==> config.mk <==
export PLATFORM = sky130hd
export DESIGN_NAME = instr_encoder_flat
export DESIGN_NICKNAME = d
export VERILOG_FILES = /design/src/rtl/instr_pkg.sv /design/src/rtl/instr_encoder_if.sv /design/src/rtl/instr_fifo2.sv /design/src/rtl/instr_encoder.sv /design/src/flat_wrapper.sv
export SDC_FILE = /design/constraint.sdc
export NUM_CORES = 1
export LEC_CHECK = 0
export ABC_AREA = 1
export CORE_ASPECT_RATIO = 1.4
export CORE_MARGIN = 3
export CORE_UTILIZATION = 45
export DETAILED_ROUTE_END_ITERATION = 8
export PLACE_DENSITY_LB_ADDON = 0.08
export SLEW_MARGIN = 10
export SYNTH_ARGS = -nofsm -noshare
export SYNTH_HDL_FRONTEND = slang
export SYNTH_SLANG_ARGS = --single-unit
export TNS_END_PERCENT = 5
==> constraint.sdc <==
create_clock -name clk -period 1.49 [get_ports clk]
set_input_delay 0.3725 -clock clk [delete_from_list [all_inputs] [get_ports clk]]
set_output_delay 0.3725 -clock clk [all_outputs]
set_load 0.05 [all_outputs]
==> src/rtl/instr_pkg.sv <==
// Shared MIPS encoding constants: opcodes, functs, mnemonic codes and field positions.
// Used by both the instruction encoder and the control decoder.
package instr_pkg;

  typedef enum logic [3:0] {
    MN_LW    = 4'd0,
    MN_SW    = 4'd1,
    MN_J     = 4'd2,
    MN_JAL   = 4'd3,
    MN_BEQ   = 4'd4,
    MN_BNE   = 4'd5,
    MN_XORI  = 4'd6,
    MN_ADDI  = 4'd7,
    MN_ADDIU = 4'd8,
    MN_JR    = 4'd9,
    MN_ADD   = 4'd10,
    MN_SUB   = 4'd11,
    MN_SLT   = 4'd12,
    MN_XOR   = 4'd13
  } mnem_e;

  typedef enum logic [1:0] {
    ST_IDLE  = 2'd0,
    ST_RUN   = 2'd1,
    ST_DRAIN = 2'd2
  } enc_state_t;

  localparam logic [5:0] OP_RTYPE = 6'b000000;
  localparam logic [5:0] OP_LW    = 6'b100011;
  localparam logic [5:0] OP_SW    = 6'b101011;
  localparam logic [5:0] OP_J     = 6'b000010;
  localparam logic [5:0] OP_JAL   = 6'b000011;
  localparam logic [5:0] OP_BEQ   = 6'b000100;
  localparam logic [5:0] OP_BNE   = 6'b000101;
  localparam logic [5:0] OP_XORI  = 6'b001110;
  localparam logic [5:0] OP_ADDI  = 6'b001000;
  localparam logic [5:0] OP_ADDIU = 6'b001001;

  localparam logic [5:0] FN_JR  = 6'b001000;
  localparam logic [5:0] FN_ADD = 6'b100000;
  localparam logic [5:0] FN_SUB = 6'b100010;
  localparam logic [5:0] FN_SLT = 6'b101010;
  localparam logic [5:0] FN_XOR = 6'b100110;

  // Least-significant bit of each instruction field
  localparam int OP_LSB    = 26;
  localparam int RS_LSB    = 21;
  localparam int RT_LSB    = 16;
  localparam int RD_LSB    = 11;
  localparam int SHAMT_LSB = 6;
  localparam int FN_LSB    = 0;
  localparam int IMM_LSB   = 0;
  localparam int TGT_LSB   = 0;

endpackage

==> src/rtl/instr_encoder_if.sv <==
// Descriptor-in / instruction-word-out streams of the encoder.
// Both streams transfer on a clock edge where valid && ready; a producer holds its payload until then.
interface instr_encoder_if #(
  parameter int ADDR_W = 10
) ();
  logic              in_valid;
  logic              in_ready;
  logic [3:0]        in_mnem;
  logic [4:0]        in_rs;
  logic [4:0]        in_rt;
  logic [4:0]        in_rd;
  logic [15:0]       in_imm;
  logic [25:0]       in_target;
  logic              in_last;
  logic              out_valid;
  logic              out_ready;
  logic [31:0]       out_instr;
  logic [ADDR_W-1:0] out_addr;

  modport master (
    output in_valid, in_mnem, in_rs, in_rt, in_rd, in_imm, in_target, in_last, out_ready,
    input  in_ready, out_valid, out_instr, out_addr
  );

  modport slave (
    input  in_valid, in_mnem, in_rs, in_rt, in_rd, in_imm, in_target, in_last, out_ready,
    output in_ready, out_valid, out_instr, out_addr
  );
endinterface

==> src/rtl/instr_fifo2.sv <==
// Two-entry FIFO, no bypass: a pushed entry is visible on dout_o the cycle after the push.
module instr_fifo2 #(
  parameter int W = 42
) (
  input  logic         clk,
  input  logic         rst_n,
  input  logic         push_i,
  input  logic [W-1:0] din_i,
  input  logic         pop_i,
  output logic [W-1:0] dout_o,
  output logic         full_o,
  output logic         empty_o,
  output logic [1:0]   count_o
);

  logic [W-1:0] mem_q [2];
  logic         wr_ptr_q;
  logic         rd_ptr_q;
  logic [1:0]   count_q;
  logic         do_push;
  logic         do_pop;

  assign do_push = push_i && (count_q != 2'd2);
  assign do_pop  = pop_i && (count_q != 2'd0);

  always_ff @(posedge clk or negedge rst_n) begin
    if (!rst_n) begin
      mem_q[0] <= '0;
      mem_q[1] <= '0;
      wr_ptr_q <= 1'b0;
      rd_ptr_q <= 1'b0;
      count_q  <= 2'd0;
    end else begin
      if (do_push) begin
        mem_q[wr_ptr_q] <= din_i;
        wr_ptr_q        <= ~wr_ptr_q;
      end
      if (do_pop) begin
        rd_ptr_q <= ~rd_ptr_q;
      end
      case ({do_push, do_pop})
        2'b10:   count_q <= count_q + 2'd1;
        2'b01:   count_q <= count_q - 2'd1;
        default: count_q <= count_q;
      endcase
    end
  end

  assign dout_o  = mem_q[rd_ptr_q];
  assign full_o  = (count_q == 2'd2);
  assign empty_o = (count_q == 2'd0);
  assign count_o = count_q;

endmodule

==> src/rtl/instr_encoder.sv <==
// Streaming MIPS instruction encoder: symbolic descriptors in, addressed 32-bit words out.
// Build option ENC_XOR_EN makes mnemonic code 13 encode the R-type XOR instead of being illegal.
module instr_encoder
  import instr_pkg::*;
#(
  parameter int ADDR_W = 10,
  parameter int CNT_W  = 16
) (
  input  logic              clk,
  input  logic              rst_n,
  input  logic              start,
  input  logic [ADDR_W-1:0] base_addr,
  instr_encoder_if.slave    bus,
  output logic              busy,
  output logic              done,
  output logic              err_illegal,
  output logic [CNT_W-1:0]  instr_count,
  output enc_state_t        state_o
);

  enc_state_t        state_q;
  logic [ADDR_W-1:0] addr_q;
  logic [CNT_W-1:0]  cnt_q;
  logic              done_q;
  logic              err_q;

  logic [31:0]       word_d;
  logic              legal_d;
  logic              accept;
  logic              push;
  logic              pop;
  logic [ADDR_W+31:0] fifo_dout;
  logic              fifo_full;
  logic              fifo_empty;
  logic [1:0]        fifo_cnt;

  function automatic logic [31:0] pack_i(logic [5:0] op, logic [4:0] rs, logic [4:0] rt,
                                         logic [15:0] imm);
    logic [31:0] w;
    w = '0;
    w[OP_LSB +: 6]   = op;
    w[RS_LSB +: 5]   = rs;
    w[RT_LSB +: 5]   = rt;
    w[IMM_LSB +: 16] = imm;
    return w;
  endfunction

  function automatic logic [31:0] pack_j(logic [5:0] op, logic [25:0] target);
    logic [31:0] w;
    w = '0;
    w[OP_LSB +: 6]   = op;
    w[TGT_LSB +: 26] = target;
    return w;
  endfunction

  function automatic logic [31:0] pack_r(logic [4:0] rs, logic [4:0] rt, logic [4:0] rd,
                                         logic [5:0] funct);
    logic [31:0] w;
    w = '0;
    w[OP_LSB +: 6]    = OP_RTYPE;
    w[RS_LSB +: 5]    = rs;
    w[RT_LSB +: 5]    = rt;
    w[RD_LSB +: 5]    = rd;
    w[SHAMT_LSB +: 5] = 5'd0;
    w[FN_LSB +: 6]    = funct;
    return w;
  endfunction

  always_comb begin
    word_d  = '0;
    legal_d = 1'b1;
    case (bus.in_mnem)
      MN_LW:    word_d = pack_i(OP_LW,    bus.in_rs, bus.in_rt, bus.in_imm);
      MN_SW:    word_d = pack_i(OP_SW,    bus.in_rs, bus.in_rt, bus.in_imm);
      MN_J:     word_d = pack_j(OP_J,     bus.in_target);
      MN_JAL:   word_d = pack_j(OP_JAL,   bus.in_target);
      MN_BEQ:   word_d = pack_i(OP_BEQ,   bus.in_rs, bus.in_rt, bus.in_imm);
      MN_BNE:   word_d = pack_i(OP_BNE,   bus.in_rs, bus.in_rt, bus.in_imm);
      MN_XORI:  word_d = pack_i(OP_XORI,  bus.in_rs, bus.in_rt, bus.in_imm);
      MN_ADDI:  word_d = pack_i(OP_ADDI,  bus.in_rs, bus.in_rt, bus.in_imm);
      MN_ADDIU: word_d = pack_i(OP_ADDIU, bus.in_rs, bus.in_rt, bus.in_imm);
      // JR only names its source register; rt and rd are forced to zero
      MN_JR:    word_d = pack_r(bus.in_rs, 5'd0, 5'd0, FN_JR);
      MN_ADD:   word_d = pack_r(bus.in_rs, bus.in_rt, bus.in_rd, FN_ADD);
      MN_SUB:   word_d = pack_r(bus.in_rs, bus.in_rt, bus.in_rd, FN_SUB);
      MN_SLT:   word_d = pack_r(bus.in_rs, bus.in_rt, bus.in_rd, FN_SLT);
`ifdef ENC_XOR_EN
      MN_XOR:   word_d = pack_r(bus.in_rs, bus.in_rt, bus.in_rd, FN_XOR);
`endif
      default:  legal_d = 1'b0;
    endcase
  end

  assign bus.in_ready = (state_q == ST_RUN) && !fifo_full;
  assign accept       = bus.in_valid && bus.in_ready;
  assign push         = accept && legal_d;
  assign pop          = bus.out_valid && bus.out_ready;

  instr_fifo2 #(.W(ADDR_W + 32)) u_fifo (
    .clk     (clk),
    .rst_n   (rst_n),
    .push_i  (push),
    .din_i   ({addr_q, word_d}),
    .pop_i   (pop),
    .dout_o  (fifo_dout),
    .full_o  (fifo_full),
    .empty_o (fifo_empty),
    .count_o (fifo_cnt)
  );

  always_ff @(posedge clk or negedge rst_n) begin
    if (!rst_n) begin
      state_q <= ST_IDLE;
      addr_q  <= '0;
      cnt_q   <= '0;
      done_q  <= 1'b0;
      err_q   <= 1'b0;
    end else begin
      done_q <= 1'b0;
      err_q  <= accept && !legal_d;
      case (state_q)
        ST_IDLE: begin
          if (start) begin
            addr_q  <= base_addr;
            cnt_q   <= '0;
            state_q <= ST_RUN;
          end
        end
        ST_RUN: begin
          if (accept) begin
            // Illegal descriptors are consumed without using an address slot
            if (legal_d) begin
              addr_q <= addr_q + ADDR_W'(1);
              if (cnt_q != '1) cnt_q <= cnt_q + CNT_W'(1);
            end
            if (bus.in_last) state_q <= ST_DRAIN;
          end
        end
        ST_DRAIN: begin
          if (fifo_cnt == 2'd0) begin
            state_q <= ST_IDLE;
            done_q  <= 1'b1;
          end
        end
        default: state_q <= ST_IDLE;
      endcase
    end
  end

  assign bus.out_valid = !fifo_empty;
  assign bus.out_instr = fifo_dout[31:0];
  assign bus.out_addr  = fifo_dout[ADDR_W+31:32];
  assign busy          = (state_q != ST_IDLE);
  assign done          = done_q;
  assign err_illegal   = err_q;
  assign instr_count   = cnt_q;
  assign state_o       = state_q;

endmodule

==> src/flat_wrapper.sv <==
// flat-port wrapper written by rule: the top's interface ports become plain ports
module instr_encoder_flat import instr_pkg::*;
#(
  parameter int ADDR_W = 10,
  parameter int CNT_W  = 16
)
  (clk, rst_n, start, base_addr, busy, done, err_illegal, instr_count, state_o, bus_in_valid, bus_in_mnem, bus_in_rs, bus_in_rt, bus_in_rd, bus_in_imm, bus_in_target, bus_in_last, bus_out_ready, bus_in_ready, bus_out_valid, bus_out_instr, bus_out_addr);
  instr_encoder_if #(.ADDR_W(ADDR_W)) bus_i ();
  input  logic clk;
  input  logic rst_n;
  input  logic start;
  input  logic [ADDR_W-1:0] base_addr;
  output logic busy;
  output logic done;
  output logic err_illegal;
  output logic [CNT_W-1:0] instr_count;
  output enc_state_t state_o;
  input wire logic [$bits(bus_i.in_valid)-1:0] bus_in_valid;
  input wire logic [$bits(bus_i.in_mnem)-1:0] bus_in_mnem;
  input wire logic [$bits(bus_i.in_rs)-1:0] bus_in_rs;
  input wire logic [$bits(bus_i.in_rt)-1:0] bus_in_rt;
  input wire logic [$bits(bus_i.in_rd)-1:0] bus_in_rd;
  input wire logic [$bits(bus_i.in_imm)-1:0] bus_in_imm;
  input wire logic [$bits(bus_i.in_target)-1:0] bus_in_target;
  input wire logic [$bits(bus_i.in_last)-1:0] bus_in_last;
  input wire logic [$bits(bus_i.out_ready)-1:0] bus_out_ready;
  output wire logic [$bits(bus_i.in_ready)-1:0] bus_in_ready;
  output wire logic [$bits(bus_i.out_valid)-1:0] bus_out_valid;
  output wire logic [$bits(bus_i.out_instr)-1:0] bus_out_instr;
  output wire logic [$bits(bus_i.out_addr)-1:0] bus_out_addr;
  assign bus_i.in_valid = bus_in_valid;
  assign bus_i.in_mnem = bus_in_mnem;
  assign bus_i.in_rs = bus_in_rs;
  assign bus_i.in_rt = bus_in_rt;
  assign bus_i.in_rd = bus_in_rd;
  assign bus_i.in_imm = bus_in_imm;
  assign bus_i.in_target = bus_in_target;
  assign bus_i.in_last = bus_in_last;
  assign bus_i.out_ready = bus_out_ready;
  assign bus_in_ready = bus_i.in_ready;
  assign bus_out_valid = bus_i.out_valid;
  assign bus_out_instr = bus_i.out_instr;
  assign bus_out_addr = bus_i.out_addr;
  instr_encoder #(.ADDR_W(ADDR_W), .CNT_W(CNT_W)) u_core (.clk(clk), .rst_n(rst_n), .start(start), .base_addr(base_addr), .bus(bus_i), .busy(busy), .done(done), .err_illegal(err_illegal), .instr_count(instr_count), .state_o(state_o));
endmodule
==> impl_metrics.yaml, run 1 <==
run_status:
  status: "finished, violations left"
  violations: "setup timing"
pwr:
  power_leakage_nw: 4.68
  p_sw_mw: 9.48
  peakVddDrop_uv: 1450
  p_clk_share_pct: 18.1
  p_sw_share_pct: 43.6
  seq_power_share_pct: 23.7
  powerDensity_mw_per_mm2: 2230
  p_int_mw: 12.3
  pwr-share-comb_pct: 58.2
clock_tree:
  cts_max_path_buffers: 2
  cts_tree: "done"
  root_buffer: "clkbuf_16"
  clock_sinks: 116
  htree_levels: 4
  clk_latency_ns: 0.41
  post_cts_buffers: 0
  cts_buffers: 17
  cts.clk_slew.worst_paths_ns: 0.06
finish:
  final_cell_mix: "nand2_1 (362), dfrtp_1 (109), buf_12 (77)"
  final_area_mm2: 0.00978
  final_common_cell: "nand2_1"
  diodes: 0
  instances_no_fill: 1246
  syn2layout_area_growth_pct: 59.8
  drive_above_1_share_pct: 23.4
  fill_cells: 991
  utilization_pct: 74.9
  num-nets-final: 1135
die:
  core_area_mm2: 0.0131
  std_cell_rows: 49
  pin_count: 142
  start_util_pct: 46.8
  die_h_um: 144
  dieWidth_um: 105
  fp.dieArea_mm2: 0.0150
global_routing:
  grt_pass1_vias: 6113
  globalRouteMet1Util_pct: 29.8
  grt_pass1_wl_um: 29200
  grt_usage_pct: 23.9
  gr-usage-met2_pct: 41.8
  overflow: 0
  grt_antenna_before_repair: 0
  use_met3_pct: 5.21
  grt_max_degree: 47
  grt_most_used_layer: "met2"
setup_path:
  r2r_end: "u_core.u_fifo.count_o[1]"
  cp_max_fo: 11
  ff2ff_setup_slack_ns: -0.08
  ff2ff_path_depth: 8
  slowest_stage: "dfrtp_2"
  max_stage_delay_ns: 0.45
  worst_ep_required_time_ns: 1.12
  rr_startpoint: "u_core.state_o[1]"
  critPathCapture: "bus_out_instr[31]"
  arrival_ns: 1.48
  crit_start: "u_core.u_fifo.rd_ptr_q"
  critPathCaptureType: "primary output"
  crit_chain: "buf_4, nand2_1, o21ai_4, buf_12"
  path_class: "reg2out"
  critPathLaunchType: "flip-flop"
synth:
  ys_async_sr_fraction_pct: 100
  synth_edf_count: 0
  ys_warn_count: 0
  syn_nets: 936
  syn-mean-instance-area_um2: 7.15
  ys_types: 32
  ys_seq_area_share_pct: 47.5
  synthCells: 856
  synth_area_mm2: 0.00612
  ys.flop_type: "dfrtp_1"
  ys_seq_elements: 116
placed_design:
  dpl.cell_count: 1213
  gp_congestion: 0.943
  place_area_mm2: 0.00898
  io_buffers: 140
  hpwl_um: 12300
timing:
  timing.final.ws_setup_ns: -0.359
  period_share_pct: 124
  period_minus_slack_ns: 1.85
  finalSetupTns_ns: -15.10
  rsz0062_at_grt: "true"
  max_freq_ghz: 0.541
  drv_slew: 0
  setup_viol: 104
  worst_hold_slack_ns: 0.417
  hold_viol: 0
  fin_skew_ns: 0.00957
drt:
  post_drt_wl_per_cell_um: 13.7
  drc: 0
  first_iter_violations: 256
  dr.pass1.iters: 4
  via_per_inst: 4.94
  drt-total-wl_um: 17100
  vias: 6155
  antenna_left: 0
hold_path:
  hold_class: "in2async"
run:
  maxCapViolCount: 0
## power groups by stage
stage,combinational [mW],clock (mW),sequential [mW]
2_1_floorplan,6.47,0,5.23
3_3_place_gp,12.2,0,5.13
3_5_place_dp,12.3,0,5.16
4_1_cts,12.7,3.99,5.14
5_1_grt,13.6,4.16,5.34
6_report,12.7,3.93,5.17
## flip-flops by register name, indices dropped and copies added (netlist names)
| signal | cells |
|---|---|
| u_core.u_fifo.mem_q | 82 |
| u_core.instr_count | 16 |
| u_core.addr_q | 10 |
| u_core.u_fifo.rd_ptr_q | 1 |
| u_core.err_illegal | 1 |
| u_core.state_o | 2 |
| u_core.u_fifo.count_o | 2 |
| u_core.done | 1 |
| u_core.u_fifo.wr_ptr_q | 1 |
## stage by stage
stage / total power, mW / setup WS, ns
global route: 23.1 / -0.423
finish: 21.8 / -0.359
floorplan: 11.7 / -0.386
detailed placement: 17.5 / -0.527
CTS: 21.8 / -0.367
global placement: 17.3 / -0.473
## synth_stat cells (all sizes together) (5+ instances only)
library cell | count | share of area, %
o21ai | 109 | 8.9
nand4 | 8 | 0.82
inv | 71 | 4.4
nand3 | 43 | 3.7
a21oi | 13 | 1.1
clkbuf | 11 | 0.67
nor2 | 40 | 2.7
nand2 | 389 | 24
dfrtp | 116 | 47
buf | 28 | 2.9
nor3 | 5 | 0.41
## critical path: cells and delay by family (launching register included)
kind / cells / cell delay, ns
compound gates: 1 / 0.10
simple gates: 1 / 0.12
flops: 1 / 0.45
buf+inv: 2 / 0.40
## area by class of cell
| cell class | count | area [µm²] | area share, % |
|---|---|---|---|
| tap | 178 | 223 | 2.28 |
| timing repair buffer | 219 | 2870 | 29.3 |
| sequential | 116 | 2910 | 29.8 |
| inverter | 72 | 270 | 2.76 |
| clock inverter | 15 | 148 | 1.51 |
| multi-input combinational | 629 | 2930 | 30.0 |
| clock buffer | 17 | 425 | 4.35 |
## layer usage
layer  wire length, µm  share of wire (%)
met1              7080                 41
met2              8850                 52
met3               972                5.7
met4               208                1.2
met5                 0                  0
## repair_timing
action | 4_1_cts | 5_1_grt
gates cloned | 0 | 0
pin swaps | 1 | 2
setup endpoints to repair | 153 | 165
gates resized for setup | 45 | 31
hold endpoints to repair | 18 | 0
hold buffers | 1 | 0
## kinds of logic (layout without fill, tap and decap cells)
logic type / count (synthesis) / in the layout / share of synthesized area, %
and+or+nand+nor: 490 / 490 / 32.3
other: 1 / 1 / 0.0613
DFF: 116 / 116 / 47.5
xor gates and xnor gates: 3 / 3 / 0.430
AOI/OAI and AO/OA: 132 / 132 / 11.2
buffers and inverters: 111 / 323 / 8.02
adders and majority gates: 3 / 3 / 0.614
## worst min-delay path by stage
stage           from                 endpoint  depth (start not counted)  slack [ns]
4_1_cts        rst_n  u_core.u_fifo.mem_q[59]                          2        0.42
6_report       rst_n  u_core.u_fifo.mem_q[62]                          2        0.42
3_5_place_dp   rst_n  u_core.u_fifo.mem_q[59]                          1        0.31
5_1_grt        rst_n  u_core.u_fifo.mem_q[59]                          2        0.43
3_3_place_gp   rst_n  u_core.u_fifo.mem_q[59]                          1        0.32
2_1_floorplan  rst_n         u_core.addr_q[0]                          0        0.08
Note: power is estimated with default switching activity, not from simulation.
==> inputs of run 2 (changes only) <==
Settings changed: CORE_MARGIN 3 to 2, CTS_CLUSTER_SIZE set to 8.
==> run 2 against run 1 <==
  * The run still ends with setup timing left
  * Clock skew is 0.0016 ns lower
  * Clock power is 15% higher
  * Count of clock-buffer cells in the layout is 4 higher
  * Maximum frequency hardly changed
  * Critical path depth is 1 lower
==> impl_metrics.yaml, run 2 (synthesized netlist as in run 1, its figures left out) <==
placed_design:
  place_ws_ns: -0.527
  hpwl_um: 12100
  gp_congestion: 0.979
  io_buffers: 140
  dpl.cell_count: 1217
drt:
  via_per_inst: 4.92
  vias: 6145
  antenna_left: 0
  post_drt_wl_per_cell_um: 13.6
  drc: 0
  dr.pass1.iters: 5
  drt-total-wl_um: 17000
  first_iter_violations: 285
timing:
  drv_slew: 0
  period_share_pct: 124
  timing.final.ws_setup_ns: -0.361
  hold_viol: 0
  setup_viol: 92
  max_freq_ghz: 0.540
  period_minus_slack_ns: 1.85
  rsz0062_at_grt: "true"
  fin_skew_ns: 0.00802
die:
  core_area_mm2: 0.0133
  pin_count: 142
  fp.dieArea_mm2: 0.0146
  std_cell_rows: 50
  dieWidth_um: 103
  start_util_pct: 45.9
  die_h_um: 142
setup_path:
  cp_max_fo: 28
  worst_ep_required_time_ns: 1.12
  critPathCaptureType: "primary output"
  ff2ff_setup_slack_ns: -0.05
  arrival_ns: 1.48
  rr_startpoint: "u_core.state_o[1]"
  max_stage_delay_ns: 0.45
  r2r_end: "u_core.u_fifo.count_o[1]"
  cp_common_cell: "buf_12"
  path_class: "reg2out"
  slowest_stage: "dfrtp_2"
  ff2ff_path_depth: 8
  crit_chain: "buf_12, o21ai_1, buf_12"
  critPathLaunchType: "flip-flop"
finish:
  diodes: 0
  fill_cells: 1058
  multi_input_area_mm2: 0.00291
  instances_no_fill: 1249
  seqCellArea_mm2: 0.00291
  final_common_cell: "nand2_1"
  num-nets-final: 1136
  syn2layout_area_growth_pct: 61.4
  largest_register: "u_core.u_fifo.mem_q"
  largest_register_ffs: 82
  final_cell_mix: "nand2_1 (368), dfrtp_1 (111), buf_12 (79)"
  drive_above_1_share_pct: 22.3
clock_tree:
  cts_max_path_buffers: 2
  htree_levels: 4
  cts_tree: "done"
  post_cts_buffers: 0
  root_buffer: "clkbuf_16"
  cts_buffers: 17
  cts.clk_slew.worst_paths_ns: 0.05
  clock_sinks: 116
  clk_latency_ns: 0.41
pwr:
  peakVddDrop_uv: 1650
  powerDensity_mw_per_mm2: 2290
  p_sw_mw: 9.36
  p_int_mw: 13.3
  power_leakage_nw: 4.72
  p_sw_share_pct: 41.4
  pwr-share-comb_pct: 57.1
  seq_power_share_pct: 22.8
  p_clk_share_pct: 20.0
global_routing:
  grt_pass1_vias: 5867
  grt_max_degree: 47
  grt_usage_pct: 23.8
  grt_antenna_before_repair: 0
  grt_pass1_wl_um: 27500
  overflow: 0
run_status:
  status: "finished, violations left"
  violations: "setup timing"
hold_path:
  hold_class: "in2async"
run:
  maxCapViolCount: 0
## run 2: cell types whose count changed in the layout (fill, tap and decap cells not counted), sizes merged
cell,previous run,this run
clkdlybuf4s50,72,71
clkinv,5,3
clkinvlp,3,2
clkbuf,17,22
dlymetal6s2s,2,0
bufinv,1,5
dlygate4sd2,1,4
inv,78,71
## run 2: through the flow
stage	cell area [µm²]	hold WS, ns	power (mW)	utilization [%]	setup TNS [ns]
after CTS	9770	0.430	22.5	73.3	-16.48
after global routing	9880	0.462	23.9	74.1	-27.87
after global placement	9010	0.316	17.5	67.6	-45.82
final	9880	0.439	22.6	74.1	-14.00
after detailed placement	9010	0.320	17.7	67.6	-49.80
after floorplan	6190	0.0769	11.7	-	-41.53
## run 2: power by group through the flow
stage,combinational (mW),sequential [mW],clock [mW]
after detailed placement,12.5,5.14,0
after floorplan,6.47,5.23,0
final,12.9,5.17,4.53
after CTS,12.8,5.13,4.58
after global routing,13.8,5.32,4.74
after global placement,12.4,5.11,0
## run 2: worst max-delay path by stage
stage | start | to | slack [ns] | cells past startpoint
after global placement | bus_in_mnem[0] | u_core.u_fifo.mem_q[43] | -0.46 | 10
after floorplan | u_core.state_o[1] | u_core.u_fifo.count_o[1] | -0.39 | 8
after global routing | u_core.u_fifo.rd_ptr_q | bus_out_instr[1] | -0.43 | 5
final | u_core.u_fifo.rd_ptr_q | bus_out_instr[10] | -0.36 | 3
after CTS | u_core.u_fifo.rd_ptr_q | bus_out_instr[2] | -0.38 | 3
after detailed placement | bus_in_mnem[2] | u_core.u_fifo.mem_q[17] | -0.53 | 9
## run 2: worst max-delay path, delay by kind of cell, from the launching register on
| family | cells | cell delay [ns] |
|---|---|---|
| DFF | 1 | 0.45 |
| buffers and inverters | 2 | 0.36 |
| AOI/OAI and AO/OA | 1 | 0.25 |
## run 2: area by class of cell
class | instances | share of cell area, %
clock inverters | 9 | 1.77
well taps | 182 | 2.31
repair buffers | 220 | 29.4
flip-flops and latches | 116 | 29.5
clock buffers | 21 | 4.87
multi-input cells | 629 | 29.5
inverters | 72 | 2.75
## run 2: timing repair
action | in CTS | in global routing
cloned | 0 | 1
resized for setup | 38 | 25
hold endpoints to repair | 20 | 0
endpoints found under the setup margin | 151 | 163
hold buffers | 1 | 0
pin swaps | 4 | 1
## run 2: routing by layer
metal	global-route usage (%)	vias to the layer above	part of all wire, %
met5	0	-	0
met3	4.32	13	4.4
li1	-	3104	-
met2	39.7	150	50
met1	31.6	2878	44
met4	6.88	0	1.1
